[config.mk]
export PLATFORM = sky130hd
export DESIGN_NAME = imem_ctrl_flat
export DESIGN_NICKNAME = d
export VERILOG_FILES = /design/src/rtl/imem_ctrl_pkg.sv /design/src/rtl/imem_ctrl_if.sv /design/src/rtl/imem_line_buffer.sv /design/src/rtl/imem_ctrl.sv /design/src/flat_wrapper.sv
export SDC_FILE = /design/constraint.sdc
export NUM_CORES = 1
export LEC_CHECK = 0
export ABC_AREA = 1
export CAP_MARGIN = 20
export CORE_MARGIN = 4
export CORE_UTILIZATION = 55
export CTS_CLUSTER_SIZE = 8
export DETAILED_ROUTE_END_ITERATION = 16
export DONT_BUFFER_PORTS = 1
export PLACE_DENSITY = 0.73
export RECOVER_POWER = 25
export SETUP_SLACK_MARGIN = 0.5
export SKIP_CTS_REPAIR_TIMING = 1
export SYNTH_ARGS = -nofsm -noshare
export SYNTH_HDL_FRONTEND = slang
export SYNTH_SLANG_ARGS = --single-unit
[constraint.sdc]
create_clock -name clock -period 2.1 [get_ports clock]
set_input_delay 0.105 -clock clock [delete_from_list [all_inputs] [get_ports clock]]
set_output_delay 0.105 -clock clock [all_outputs]
set_load 0.05 [all_outputs]
[src/rtl/imem_ctrl_pkg.sv]
// Shared types for the instruction-memory responder.
// Request/response bundles, FSM state, and register image.
package imem_ctrl_pkg;

  localparam int CNT_W = 4;

  typedef struct packed {
    logic        valid;
    logic        fence;
    logic        spec;
    logic        instr;
    logic [31:0] addr;
    logic [3:0]  wstrb;
  } mem_in_type;

  typedef struct packed {
    logic [31:0] mem_rdata;
    logic        mem_error;
    logic        mem_ready;
  } mem_out_type;

  typedef enum logic [1:0] {
    IDLE, READ, DRAIN, FLUSH
  } imem_ctrl_state_type;

  typedef enum logic [2:0] {
    P_NONE, P_READ, P_ERR, P_FENCE, P_ABORT
  } pend_type;

  typedef struct packed {
    imem_ctrl_state_type state;
    logic [CNT_W-1:0]    cnt;
    pend_type            pend;
    logic                ram_en;
    mem_out_type         out;
  } imem_ctrl_reg_type;

  localparam imem_ctrl_reg_type init_imem_ctrl_reg = '{
    state:  IDLE,
    cnt:    '0,
    pend:   P_NONE,
    ram_en: 1'b0,
    out:    '0
  };

  // A later abort must not demote a pending fence.
  function automatic pend_type merge_pend(
    input pend_type old,
    input pend_type nw
  );
    pend_type res;
    res = nw;
    if (nw == P_NONE)
      res = old;
    else if (old == P_FENCE && nw == P_ABORT)
      res = old;
    return res;
  endfunction

endpackage

[src/rtl/imem_ctrl_if.sv]
// Fetch-side instruction port bundle.
// master = fetch stage, slave = memory responder.
interface imem_ctrl_if;
  import imem_ctrl_pkg::*;

  mem_in_type  mem_in;
  mem_out_type mem_out;

  modport master (output mem_in, input mem_out);
  modport slave  (input mem_in, output mem_out);

endinterface

[src/rtl/imem_line_buffer.sv]
// Single-entry instruction line buffer.
// Combinational lookup; fill and invalidate are registered.
module imem_line_buffer #(
  parameter int AW = 14
) (
  input  logic          clk,
  input  logic          rst_n,
  input  logic [AW-1:0] lookup_addr,
  output logic          hit,
  output logic [31:0]   hit_data,
  input  logic          fill,
  input  logic [AW-1:0] fill_addr,
  input  logic [31:0]   fill_data,
  input  logic          inv
);

  logic          valid;
  logic [AW-1:0] tag;
  logic [31:0]   data;

  always_ff @(posedge clk or negedge rst_n) begin
    if (!rst_n) begin
      valid <= 1'b0;
      tag   <= '0;
      data  <= '0;
    end else if (inv) begin
      valid <= 1'b0;
    end else if (fill) begin
      valid <= 1'b1;
      tag   <= fill_addr;
      data  <= fill_data;
    end
  end

  assign hit      = valid && (tag == lookup_addr);
  assign hit_data = data;

endmodule

[src/rtl/imem_ctrl.sv]
// Instruction-memory responder: line buffer in front of
// a fixed-latency SRAM, one ready pulse per request.
module imem_ctrl
  import imem_ctrl_pkg::*;
#(
  parameter int          RAM_AW    = 14,
  parameter int          RAM_LAT   = 2,
  parameter logic [31:0] BASE_ADDR = 32'h0000_0000
) (
  input  logic              clock,
  input  logic              reset,
  imem_ctrl_if.slave        fetch,
  output logic              ram_en,
  output logic [RAM_AW-1:0] ram_addr,
  input  logic [31:0]       ram_rdata
);

  imem_ctrl_reg_type r, v;
  mem_in_type        req;
  pend_type          in_kind, merged;
  logic [RAM_AW-1:0] raddr_q, raddr_d;
  logic [RAM_AW-1:0] paddr_q, paddr_d;
  logic [RAM_AW-1:0] in_word, lk_word;
  logic [31:0]       off, hit_data;
  logic              in_err, hit, fill;

  assign req     = fetch.mem_in;
  assign off     = req.addr - BASE_ADDR;
  assign in_word = off[RAM_AW+1:2];
  // Below-base addresses wrap to large offsets.
  assign in_err  = !req.instr || (req.wstrb != '0)
                || ((off >> (RAM_AW + 2)) != '0);

  always_comb begin
    in_kind = P_NONE;
    unique case (1'b1)
      req.valid:
        in_kind = in_err ? P_ERR : P_READ;
      !req.valid && req.fence:
        in_kind = P_FENCE;
      !req.valid && !req.fence && req.spec:
        in_kind = P_ABORT;
      default:
        in_kind = P_NONE;
    endcase
  end

  assign merged = merge_pend(r.pend, in_kind);

  always_comb begin
    lk_word = in_word;
    if (r.state == DRAIN && in_kind != P_READ
        && in_kind != P_ERR)
      lk_word = paddr_q;
  end

  imem_line_buffer #(.AW(RAM_AW)) u_lb (
    .clk        (clock),
    .rst_n      (reset),
    .lookup_addr(lk_word),
    .hit        (hit),
    .hit_data   (hit_data),
    .fill       (fill),
    .fill_addr  (raddr_q),
    .fill_data  (ram_rdata),
    .inv        (r.state == FLUSH)
  );

  always_comb begin
    pend_type kind;
    logic     go;
    v        = r;
    v.ram_en = 1'b0;
    v.out    = '0;
    raddr_d  = raddr_q;
    paddr_d  = paddr_q;
    fill     = 1'b0;
    go       = 1'b0;
    kind     = in_kind;
    unique case (r.state)
      IDLE: go = 1'b1;
      READ: begin
        if (in_kind != P_NONE) begin
          v.state = DRAIN;
          v.pend  = in_kind;
          paddr_d = in_word;
          if (r.cnt != '0)
            v.cnt = r.cnt - 1'b1;
        end else if (r.cnt == '0) begin
          v.state         = IDLE;
          v.out.mem_ready = 1'b1;
          v.out.mem_rdata = ram_rdata;
          fill            = 1'b1;
        end else begin
          v.cnt = r.cnt - 1'b1;
        end
      end
      DRAIN: begin
        v.pend  = merged;
        paddr_d = lk_word;
        if (r.cnt == '0) begin
          go   = 1'b1;
          kind = merged;
        end else begin
          v.cnt = r.cnt - 1'b1;
        end
      end
      FLUSH: begin
        v.state         = IDLE;
        v.out.mem_ready = 1'b1;
      end
    endcase
    if (go) begin
      v.pend  = P_NONE;
      v.state = IDLE;
      unique case (kind)
        P_READ: begin
          if (hit) begin
            v.out.mem_ready = 1'b1;
            v.out.mem_rdata = hit_data;
          end else begin
            v.state  = READ;
            v.ram_en = 1'b1;
            v.cnt    = CNT_W'(RAM_LAT);
            raddr_d  = lk_word;
          end
        end
        P_ERR: begin
          v.out.mem_ready = 1'b1;
          v.out.mem_error = 1'b1;
        end
        P_FENCE: v.state = FLUSH;
        P_ABORT: v.out.mem_ready = 1'b1;
        default: ;
      endcase
    end
  end

  always_ff @(posedge clock or negedge reset) begin
    if (!reset) begin
      r       <= init_imem_ctrl_reg;
      raddr_q <= '0;
      paddr_q <= '0;
    end else begin
      r       <= v;
      raddr_q <= raddr_d;
      paddr_q <= paddr_d;
    end
  end

  assign fetch.mem_out = r.out;
  assign ram_en        = r.ram_en;
  assign ram_addr      = raddr_q;

endmodule

[src/flat_wrapper.sv]
// flat-port wrapper written by rule: the top's interface ports become plain ports
module imem_ctrl_flat import imem_ctrl_pkg::*;
#(
  parameter int          RAM_AW    = 14,
  parameter int          RAM_LAT   = 2,
  parameter logic [31:0] BASE_ADDR = 32'h0000_0000
)
  (clock, reset, ram_en, ram_addr, ram_rdata, fetch_mem_in, fetch_mem_out);
  imem_ctrl_if fetch_i ();
  input  logic clock;
  input  logic reset;
  output logic ram_en;
  output logic [RAM_AW-1:0] ram_addr;
  input  logic [31:0] ram_rdata;
  input wire logic [$bits(fetch_i.mem_in)-1:0] fetch_mem_in;
  output wire logic [$bits(fetch_i.mem_out)-1:0] fetch_mem_out;
  assign fetch_i.mem_in = fetch_mem_in;
  assign fetch_mem_out = fetch_i.mem_out;
  imem_ctrl #(.RAM_AW(RAM_AW), .RAM_LAT(RAM_LAT), .BASE_ADDR(BASE_ADDR)) u_core (.clock(clock), .reset(reset), .fetch(fetch_i), .ram_en(ram_en), .ram_addr(ram_addr), .ram_rdata(ram_rdata));
endmodule
**After elaboration in Yosys (flattened, before gate mapping)**

Cells that the tools add are included.
W data, S select, Z words.

- Shifts and indexed selects: 0
- Multiply operators: 0
- Reduce and logical (&&, ||, !) cells: 29
- $add $sub $neg: 1
- Bitwise gates (word level): 2
- Eq/ne operators: 15
- Magnitude comparators: 0
- Divide/modulo/power cells: 0
- Mux-type cells: 36

Operators with widths:

| cell | number |
|---|---|
| $mux W32 | 4 |
| $mux W44 | 1 |
| $mux W33 | 1 |
| $reduce_bool A32 Y1 | 1 |
| $mux W14 | 2 |
| $pmux W14 S2 | 1 |
| $mux W3 | 5 |
| $eq A14 B14 Y1 | 1 |
| $pmux W7 S2 | 1 |
| $mux W4 | 3 |
| $eq A3 B2 Y1 const B | 3 |
| $pmux W3 S3 | 1 |
| $reduce_bool A3 Y1 | 3 |
| $mux W1 | 8 |
| $pmux W2 S2 | 2 |
| $reduce_and A2 Y1 | 4 |
| $reduce_bool A4 Y1 | 2 |
| $logic_and A1 B1 Y1 | 7 |
| $eq A3 B3 Y1 const B | 2 |
| $mux W6 | 1 |
| $ne A3 B1 Y1 const B | 2 |
| $pmux W1 S2 | 3 |
| $mux W5 | 1 |
| $eq A2 B2 Y1 const B | 2 |
| 16 further kinds | 22 |

- RAM bits: 0
- Bits in read-only memories: 0
- Bits in latches: 0
- Output and inout bits: 49
- Bits of input ports: 74
- Register bits: 119
- Logic and storage cells: 95
- Memories kept: 0

**Depth between registers and ports, before layout**

Gate-level depths: netlist of run 1.

- Word-level depth: 15
- Depth in mapped cells: 18
- Depth with buffers taken out: 16

**By module**

A second synthesis of run 1 with hierarchy kept.

- Cell total of the unflattened synthesis: 806
- Area, all modules: 6422.4 sq um

Modules (own cells, without submodules):

| module | seq. area each (sq um) | instances | area each (sq um) | cells an instance |
|---|---|---|---|---|
| imem_ctrl | 1801.7 | 1 | 4091.4 | 540 |
| imem_line_buffer | 1176.1 | 1 | 2331.0 | 266 |

**Worst setup path after synthesis of run 1**

OpenSTA, ideal clock, no wires.

- Kind: reg2reg
- Start point: register u_core.r[42] in the netlist's numbering
- End point: register u_core.r (netlist bit u_core.fetch.mem_out[10])
- Period minus slack after synthesis: 2.260 ns
- Stages on the path, launching flop included: 14
- Arrival time: 2.147 ns
- Buffers on the path: 2
- Required time: 1.987 ns
- Setup slack: -0.160 ns
- Library setup time: 0.113 ns
- Cells stage by stage: dfrtp_1 -> inv_1 -> ha_1 -> nand2_2 -> buf_2 -> o211ai_1 -> nand2_1 -> nor2_1 -> nand3_1 -> nor2_4 -> buf_2 -> nand4_1 -> nand2_1 -> inv_1

RTL lines:

| item | RTL line | text |
|---|---|---|
| from (decl) | imem_ctrl.sv:18 | `imem_ctrl_reg_type r, v;` |
| from (signal assigned) | imem_ctrl.sv:141 | `r <= init_imem_ctrl_reg;` |
| from (signal assigned) | imem_ctrl.sv:145 | `r <= v;` |

==> impl_results.md, run 1 <==
- Clock power share: 27.1%
- Root buffer cell: clkbuf_16
- Final HPWL DP: 9.97 mm
- Grt total ovfl: 0
- Sequential share of power: 34.6%
- Avg Cell Area, Syn: 7.88 um2
- # setup viols final: 84
- Multi-input gate area: 2820 um2
- Sequential fraction of the synthesis area: 47.5%
- Latest clock arrival within the worst-skew pair: 430 ps
- RSZ-0062 raised after global routing: yes
- Vias: 5706
- Worst path slowest cell: dfrtp_1
- Max rail drop VDD: 0.000844 V
- Unique masters post-synth: 30
- Reg2reg end: u_core.fetch.mem_out[3]
- Worst EP required: 2470 ps
- Placed cells: 927
- Worst setup margin: -411 ps
- R2r worst-path depth: 18
- Final #Nets: 955
- Clk buf depth: 2
- Core Box Area: 11000 um2
- Most frequent cell on the critical path: nand2_2
- DIE AREA: 13200 um2
- Final Power: 11.0 mW
- Number of fill cells: 655
- Worst hold slack: -621 ps
- Antenna Nets Post-Route: 0
- Tmin final: 2510 ps
- Fin cells: 1028
- CTS buffer count: 17
- Worst endpoint data arrival time: 2880 ps
- DRT iter0 DRCs: 618
- Port Buffers: 0
- Max incr delay on CP: 400 ps
- RR Startpoint: u_core.r[42]
- Pwr dens: 1300 nW/um2
- DR WL/cell: 18.5 um
- RePlAce Congestion: 0.936
- Slew Limit Fails: 0
- Crit-path max FO: 16
- Die width: 115 um
- Seq. cell area: 2980 um2
- Switch share: 40.0%
- Initial Util: 57.1%
- Clock sinks: 119
- Hold Path Class: primary input to asynchronous set/reset pin
- Max Fclk: 0.398 GHz
- Total GRT Usage: 23.0%
- Logic pwr share: 38.3%
- IO Count: 123
- Post-Synthesis Cell Area: 6270 um2
- Critical path class: register to register
- Routed WL: 19.0 mm
- Setup tns final: -16370 ps
- Fin crit share: 120%
- Largest net degree at the start of global routing: 120
- Fin util: 76.6%
- Site Rows: 38
- Hold Vio Cnt, Final: 121
- Critical Path, Cell by Cell: inv_2 > ha_4 > inv_4 > nor2_4 > buf_12 > nand2_2 > nand2_2 > inv_2 > nand2_2 > nand4_1 > nor2_1 > nand2_2 > nor2_4 > nand3_4 > clkbuf_16 > nand2_1 > nand2_1 > inv_1
- Vias in the first global route: 5095
- Max Cap Violations: 0
- Yosys reg bits: 119
- First-pass DRT Iterations: 8
- Dpl ws: -212 ps
- Worst slew pin tran: 571 ps
- CTS HTree Levels: 4
- Synth warn: 0
- Clock Skew: 9.88 ps
- Area delta synth->final: 34.1%
- Psw: 4.39 mW
- First-pass GRT wire length: 23.6 mm
- Drt via density: 5.55
- Die Height: 115 um
- Setup crit end kind: register
- Status: finished, violations left
- Worst setup SP type: register
- Ratio of cells with drive above 1 in the final layout: 26.9%
- Diode count: 0
- Post-Syn Instances: 796
- Post-place instance area: 6580 um2
- Reg2Reg Setup Slack: -410 ps
- Antenna violations before repair: 0
- CTS tree: built
- # DRC: 0
- Pint: 6.59 mW
- Design Area, Final: 8410 um2
- Syn_nets: 876
- Static Leakage: 4.60 nW
- Worst-path clk slew: 60 ps
- Failing checks: negative hold slack, negative setup slack
- Worst slew margin: 61.9%
-- registers in the layout, indices dropped and copies added (netlist names) --
signal / flops
u_core.u_lb.tag: 14
u_core.fetch.mem_out: 34
u_core.ram_addr: 14
u_core.ram_en: 1
u_core.r: 9
u_core.paddr_q: 14
u_core.u_lb.hit_data: 32
u_core.u_lb.valid: 1
-- layer usage --
metal	global-route usage (%)	share of wire, %	vias up
met2	38.2	50	343
met3	8.16	8.6	53
met5	0	0	-
met1	27.0	38	2713
met4	10.0	3.1	0
li1	-	-	2597
-- cells by family after synthesis --
| family | synth area share, % |
|---|---|
| AND/OR/NAND/NOR | 27.7 |
| buffers and inverters | 13.3 |
| flip-flops | 47.5 |
| AO/OA/AOI/OAI | 4.25 |
| multiplexers | 5.93 |
| adder cells (fa/ha/maj) | 1.20 |
| XOR/XNOR | 0.140 |
-- Yosys cell counts --
cell type | number | area (um2)
nand3_4 | 1 | 17.5
nand4_1 | 37 | 231
inv_2 | 4 | 15.0
o31ai_1 | 1 | 7.51
nor2_4 | 3 | 33.8
o211ai_1 | 6 | 45.0
o21bai_1 | 1 | 7.51
o21ai_1 | 2 | 10.0
a21boi_4 | 1 | 18.8
buf_1 | 3 | 11.3
buf_4 | 35 | 263
buf_6 | 2 | 22.5
dfrtp_1 | 119 | 2980
inv_1 | 115 | 432
clkbuf_1 | 14 | 52.6
nand3b_1 | 3 | 22.5
nor2_2 | 3 | 18.8
o211ai_2 | 1 | 12.5
or2_2 | 1 | 6.26
nor2_1 | 55 | 206
xor2_1 | 1 | 8.76
nor3_1 | 2 | 10.0
nand2_2 | 2 | 12.5
nand2_1 | 277 | 1040
nand3_1 | 27 | 135
mux2_2 | 33 | 372
o21ai_0 | 17 | 85.1
ha_1 | 6 | 75.1
buf_2 | 8 | 40.0
a21oi_1 | 16 | 80.1
-- area by class of cell --
type / instances / area share (%)
Clock inverter: 15 / 2.07
Sequential cell: 119 / 35.4
Tap cell: 140 / 2.08
Clock buffer: 17 / 5.06
Multi-Input combinational cell: 497 / 33.6
Inverter: 119 / 5.44
Timing Repair Buffer: 121 / 16.4
-- cell usage in the layout, fill, tap and decap left out, drive strengths merged, types with 6 or more instances in the layout --
cell / n
o211ai: 7
nand2: 280
clkinv: 6
dfrtp: 119
inv: 122
clkbuf: 27
nand4: 37
buf: 78
nand3: 28
dlygate4sd3: 33
o21ai: 19
nor2: 61
ha: 6
mux2: 33
a21oi: 16
-- critical path, delay by kind of cell, from the launching register on --
family                   cells  cell delay, ps
AND/OR/NAND/NOR             11            1250
flip-flops                   1             400
adder cells (fa/ha/maj)      1             160
buffers and inverters        6             630
-- power by group through the flow --
stage | logic, mW | clock network [mW] | registers [mW]
after floorplan | 2.14 | 0 | 3.59
after global placement | 2.97 | 0 | 3.74
after detailed placement | 3.08 | 0 | 3.77
after CTS | 3.11 | 2.99 | 3.74
after global routing | 4.58 | 3.10 | 3.86
final | 4.20 | 2.98 | 3.80
-- worst max path at each step --
stage / from / end / slack, ps / cells past startpoint
3_3_place_gp: u_core.r[42] / u_core.fetch.mem_out[32] / -110 / 15
2_1_floorplan: u_core.r[42] / u_core.fetch.mem_out[10] / -40 / 18
6_report: u_core.r[42] / u_core.fetch.mem_out[3] / -410 / 18
3_5_place_dp: u_core.r[42] / u_core.fetch.mem_out[4] / -210 / 17
5_1_grt: u_core.r[42] / u_core.fetch.mem_out[33] / -570 / 18
4_1_cts: u_core.r[42] / u_core.fetch.mem_out[12] / -270 / 17
Note: power is estimated with default switching activity, not from simulation.
==> inputs of run 2 (changes only) <==
--- a/config.mk
+++ b/config.mk
@@ -7,12 +7,14 @@
 export LEC_CHECK = 0
 export ABC_AREA = 1
 export CAP_MARGIN = 20
+export CELL_PAD_IN_SITES_DETAIL_PLACEMENT = 0
+export CELL_PAD_IN_SITES_GLOBAL_PLACEMENT = 1
 export CORE_MARGIN = 4
-export CORE_UTILIZATION = 55
+export CORE_UTILIZATION = 42
 export CTS_CLUSTER_SIZE = 8
 export DETAILED_ROUTE_END_ITERATION = 16
 export DONT_BUFFER_PORTS = 1
-export PLACE_DENSITY = 0.73
+export PLACE_DENSITY_LB_ADDON = 0.1
 export RECOVER_POWER = 25
 export SETUP_SLACK_MARGIN = 0.5
 export SKIP_CTS_REPAIR_TIMING = 1
==> run 2 against run 1 <==
The run still ends with negative hold slack, negative setup slack left. Die area is 29% higher. Combinational power is 16% lower. Worst setup slack better by 220 ps. Hold slack better by 7.9 ps. Clock-buffer cell count is 4 higher. Sequential cell count stayed put. Clock skew is 6.8 ps higher. Maximum frequency is 9.8% higher. Global-route usage is 4.3 points lower. Largest cell class unchanged. Non-clock buffer count is 17 lower. Via count is 10% lower. Critical endpoint is now u_core.fetch.mem_out[13]. Critical path depth is 3 lower.
==> impl_results.md, run 2 (synthesis gave the netlist of run 1 again) <==
- Commonest non-fill, non-tap cell in the layout: nand2_1
- CTS tree: built
- Worst setup margin: -187 ps (+224 ps)
- Vias in the first global route: 5032 (-1.2%)
- Die Height: 130 um (+13%)
- Setup crit end kind: register
- # setup viols final: 47 (-44%)
- Failing checks: negative hold slack, negative setup slack
- Core Box Area: 14600 um2 (+33%)
- Total GRT Usage: 18.7% (-4.3 points)
- Worst EP required: 2450 ps (-20 ps)
- RePlAce Congestion: 0.845 (-9.7%)
- Reg2Reg Setup Slack: -190 ps (+220 ps)
- Initial Util: 43.0% (-14 points)
- Root buffer cell: clkbuf_16
- Antenna violations before repair: 0 (unchanged)
- Worst setup SP type: register
- Hold Vio Cnt, Final: 120 (-0.83%)
- Worst endpoint data arrival time: 2640 ps (-240 ps)
- Largest net degree at the start of global routing: 120 (unchanged)
- Pwr dens: 1280 nW/um2 (-2.1%)
- DR WL/cell: 14.6 um (-21%)
- Latest clock arrival within the worst-skew pair: 420 ps (about the same)
- Max reg flops: 34 (unchanged)
- DRT iter0 DRCs: 260 (-58%)
- Worst-path clk slew: 60 ps (about the same)
- Critical path class: register to register
- Die width: 130 um (+13%)
- Final HPWL DP: 10.4 mm (+4.5%)
- Crit-path max FO: 20 (+4)
- CTS HTree Levels: 4 (unchanged)
- Clock sinks: 119 (unchanged)
- Post-place instance area: 6760 um2 (+2.7%)
- Port Buffers: 0 (unchanged)
- Most frequent cells in the layout: nand2_1, dfrtp_1, inv_1, buf_4, nor2_1
- R2r worst-path depth: 15 (-3)
- Static Leakage: 4.29 nW (-6.7%)
- Max rail drop VDD: 0.000617 V (-27%)
- Final #Nets: 937 (-1.9%)
- IO Count: 123 (unchanged)
- Number of fill cells: 1322 (+100%)
- DIE AREA: 16900 um2 (+29%)
- Vias: 5124 (-10%)
- Max Fclk: 0.437 GHz (+9.8%)
- Fin crit share: 109% (-11 points)
- Max Cap Violations: 0 (unchanged)
- Slew Limit Fails: 0 (unchanged)
- Clock Skew: 16.7 ps (+6.82 ps)
- Clk buf depth: 2 (unchanged)
- Drt via density: 4.86 (-12%)
- Multi-input gate area: 2570 um2 (-8.8%)
- Diode count: 0 (unchanged)
- Reg2reg end: u_core.fetch.mem_out[13]
- Hold Path Class: primary input to asynchronous set/reset pin
- Worst slew pin tran: 571 ps (-0.0495 ps)
- Routed WL: 15.4 mm (-19%)
- Worst slew margin: 61.9% (about the same)
- Area delta synth->final: 24.9%
- CTS buffer count: 17 (unchanged)
- Ratio of cells with drive above 1 in the final layout: 21.4% (-5.5 points)
- First-pass GRT wire length: 24.6 mm (+4.1%)
- Setup tns final: -5920 ps (+10450 ps)
- # DRC: 0 (unchanged)
- Worst hold slack: -613 ps (+7.93 ps)
- First-pass DRT Iterations: 5 (-3)
- RR Startpoint: u_core.r[42]
- Antenna Nets Post-Route: 0 (unchanged)
- RSZ-0062 raised after global routing: yes
- Seq. cell area: 2980 um2 (unchanged)
- Dpl ws: -247 ps (-34.4 ps)
- Status: finished, violations left
- Tmin final: 2290 ps (-224 ps)
- Design Area, Final: 7830 um2 (-6.9%)
- Site Rows: 44 (+16%)
- Grt total ovfl: 0 (unchanged)
==> run 2: cell count changes in the layout (fill, tap and decap cells not counted), moves of 4 or more <==
cell	change
a21oi_1	+5
a21oi_2	-5
buf_4	+4
buf_6	-9
clkbuf_16	-9
mux2_2	+21
mux2_4	-21
nand2_1	+18
nand2_2	-15
==> run 2: how the worst max path moves through the flow <==
stage,from,end,slack [ps],depth (start not counted)
2_1_floorplan,u_core.r[42],u_core.fetch.mem_out[10],-40,18
3_3_place_gp,u_core.r[42],u_core.fetch.mem_out[30],-180,13
3_5_place_dp,u_core.r[42],u_core.fetch.mem_out[9],-250,15
4_1_cts,u_core.r[42],u_core.fetch.mem_out[9],-260,15
5_1_grt,u_core.r[42],u_core.fetch.mem_out[13],-370,15
6_report,u_core.r[42],u_core.fetch.mem_out[13],-190,15
==> run 2: cell type report <==
type	count	share of cell area (%)
tap	184	2.94
inverter	119	5.70
timing repair buffer	104	13.4
sequential	119	38.0
multi-input combinational	496	32.9
clock buffer	21	5.88
clock inverter	11	1.26
==> run 2: routing by layer <==
layer / track usage, % / vias up / wire [um] / share of wire (%)
li1: - / 2573 / - / -
met1: 22.3 / 2412 / 6760 / 44
met2: 31.8 / 118 / 7650 / 50
met3: 6.06 / 21 / 785 / 5.1
met4: 6.48 / 0 / 218 / 1.4
met5: 0 / - / 0 / 0
==> run 2: critical path, cell delays in order, from the launching register on <==
cell and delay [ps]:
dfrtp_1 380, inv_2 80, ha_4 150, nand2_2 80, buf_12 160, o211ai_1 250
nand2_1 100, nor2_2 130, nand3_2 120, nor2_4 160, buf_12 140, nand3_4 100
buf_12 180, nand2_1 60, nand2_1 50, inv_1 70
==> run 2: through the flow <==
stage                     instances  power [mW]  util (%)
final                          1054        10.0      53.7
after global routing           1054        10.7      53.7
after detailed placement        986        7.01      46.3
after global placement          986        6.94      46.3
after floorplan                 796        5.73         -
after CTS                      1018        9.80      50.2
==> run 2: power breakdown <==
| group | internal, mW | switching [mW] | total (mW) |
|---|---|---|---|
| registers | 2.87 | 0.857 | 3.73 |
| clock network | 1.68 | 1.07 | 2.75 |
| logic | 1.56 | 1.97 | 3.53 |
| total | 6.11 | 3.90 | 10.0 |
==> inputs of run 3 (changes only) <==
--- a/config.mk
+++ b/config.mk
@@ -14,7 +14,7 @@
 export CTS_CLUSTER_SIZE = 8
 export DETAILED_ROUTE_END_ITERATION = 16
 export DONT_BUFFER_PORTS = 1
-export PLACE_DENSITY_LB_ADDON = 0.1
+export PLACE_DENSITY = 0.78
 export RECOVER_POWER = 25
 export SETUP_SLACK_MARGIN = 0.5
 export SKIP_CTS_REPAIR_TIMING = 1
==> run 3 against run 2 <==
The run still ends with negative hold slack, negative setup slack left. Utilization increased by 0.72 points. Combinational power grew 2%. Clock power increased by 4%. Total power increased by 1.8%. Global-route usage down 0.38 points. Maximum frequency decreased by 2.9%. Register-to-register slack got worse by 70 ps. Hold slack improved by 4.2 ps. Die area did not move. Final cell count up 0.19%. Critical path type unchanged. Largest cell class unchanged. Largest power group unchanged.
==> impl_results.md, run 3 (synthesis gave the netlist of run 1 again) <==
- Status: finished, violations left
- Failing checks: negative hold slack, negative setup slack
- Slew Limit Fails: 0 (unchanged)
- Max reg flops: 34 (unchanged)
- Pwr dens: 1280 nW/um2 (+0.44%)
- Vias in the first global route: 4965 (-1.3%)
- Final Power: 10.2 mW (+1.8%)
- Setup tns final: -9510 ps (-3600 ps)
- R2r worst-path depth: 17 (+2)
- CTS buffer count: 17 (unchanged)
- Port Buffers: 0 (unchanged)
- Fin util: 54.4% (+0.72 points)
- CTS tree: built
- IO Count: 123 (unchanged)
- Routed WL: 15.9 mm (+2.9%)
- Worst slew margin: 62.3% (+0.37 points)
- Number of fill cells: 1318 (-0.30%)
- Fin crit share: 112% (+3.3 points)
- Worst EP required: 2460 ps (about the same)
- Clock Skew: 14.9 ps (-1.82 ps)
- DR WL/cell: 15.0 um (+2.8%)
- First-pass GRT wire length: 24.6 mm (+0.17%)
- Largest net degree at the start of global routing: 120 (unchanged)
- Design Area, Final: 7940 um2 (+1.3%)
- Vias: 5247 (+2.4%)
- Switch share: 38.4% (-0.52 points)
- Final HPWL DP: 10.6 mm (+2.1%)
- Clock sinks: 119 (unchanged)
- Psw: 3.91 mW (+0.42%)
- Tmin final: 2360 ps (+68.6 ps)
- Worst setup SP type: register
- Commonest non-fill, non-tap cell in the layout: nand2_1
- Max Cap Violations: 0 (unchanged)
- Static Leakage: 4.32 nW (+0.85%)
- Die width: 130 um (unchanged)
- Setup crit end kind: register
- # setup viols final: 47 (unchanged)
- Final #Nets: 938 (+0.11%)
- Initial Util: 43.0% (unchanged)
- Clock power share: 28.0% (+0.5 points)
- DRT iter0 DRCs: 347 (+33%)
- Worst setup margin: -255 ps (-68.6 ps)
- Logic pwr share: 35.2% (about the same)
- RePlAce Congestion: 0.839 (-0.69%)
- Antenna violations before repair: 0 (unchanged)
- Latest clock arrival within the worst-skew pair: 410 ps (about the same)
- Root buffer cell: clkbuf_16
- Site Rows: 44 (unchanged)
- Crit-path max FO: 23 (+15%)
- Post-place instance area: 6720 um2 (-0.63%)
- Critical path class: register to register
- Total GRT Usage: 18.3% (-0.38 points)
- Hold Path Class: primary input to asynchronous set/reset pin
- Drt via density: 4.97 (+2.2%)
- DIE AREA: 16900 um2 (unchanged)
- Grt total ovfl: 0 (unchanged)
- Area delta synth->final: 26.6%
- Antenna Nets Post-Route: 0 (unchanged)
- Die Height: 130 um (unchanged)
- Most frequent cells in the layout: nand2_1, dfrtp_1, inv_1, buf_4, nor2_1
- First-pass DRT Iterations: 6 (+1)
- Max Fclk: 0.425 GHz (-2.9%)
- Multi-input gate area: 2600 um2 (+1.1%)
- Hold Vio Cnt, Final: 122 (+1.7%)
- Max rail drop VDD: 0.000722 V (+17%)
- Pint: 6.27 mW (+2.7%)
- # DRC: 0 (unchanged)
- CTS HTree Levels: 4 (unchanged)
- Sequential share of power: 36.8% (-0.4 points)
- Ratio of cells with drive above 1 in the final layout: 21.7% (+0.32 points)
- Worst endpoint data arrival time: 2710 ps (+70 ps)
- Core Box Area: 14600 um2 (unchanged)
- RSZ-0062 raised after global routing: yes
- Seq. cell area: 2980 um2 (unchanged)
- Clk buf depth: 2 (unchanged)
- Worst slew pin tran: 566 ps (-5.54 ps)
- Worst-path clk slew: 60 ps (about the same)
- Worst hold slack: -609 ps (+4.17 ps)
-- run 3: path summary, 6_finish.rpt --
path                                     from                       to  slack, ps
max                              u_core.r[42]  u_core.fetch.mem_out[3]       -260
min in group clock           fetch_mem_in[37]             u_core.r[37]        -30
min                                     reset      u_core.ram_addr[10]       -610
min reg2reg                u_core.paddr_q[10]       u_core.paddr_q[10]        480
max reg2reg                      u_core.r[42]  u_core.fetch.mem_out[3]       -260
max in group asynchronous               reset  u_core.fetch.mem_out[0]       2500
-- run 3: worst max-delay path, stage by stage (launching register included) --
cell and delay [ps]:
dfrtp_1 390, inv_2 90, ha_4 150, nand2_2 70, buf_12 160, nand2_1 100, o21ai_2 80, nand2_1 90
nand2_1 70, nor2_2 130, nand3_2 110, nor2_4 180, buf_12 150, nand3_4 130, clkbuf_16 220, nand2_1 80
nand2_1 50, inv_1 50
-- run 3: layer usage --
layer  GRT usage (%)  vias to the layer above  wire, um
li1                -                     2569         -
met1            23.0                     2500      6810
met2            30.8                      158      7880
met3            5.77                       20       971
met4            4.77                        0       197
met5               0                        -         0
-- run 3: layout make-up --
cell class	instances	share of cell area [%]
clock buffers	22	5.85
clock inverters	10	1.50
inverters	119	5.69
flip-flops and latches	119	37.5
multi-input cells	496	32.8
repair buffers	105	13.7
diodes	1	0.0315
well taps	184	2.90
-- run 3: power groups by stage --
stage / clock network (mW) / registers [mW] / logic, mW
after floorplan: 0 / 3.59 / 2.14
after global placement: 0 / 3.76 / 3.11
after detailed placement: 0 / 3.78 / 3.18
after CTS: 2.91 / 3.74 / 3.20
after global routing: 3.04 / 3.83 / 4.04
final: 2.86 / 3.75 / 3.59
-- run 3: through the flow --
step	worst slack [ps]	instances
global placement	-222	982
detailed placement	-276	982
global route	-377	1055
floorplan	-38.4	796
finish	-255	1056
CTS	-292	1014
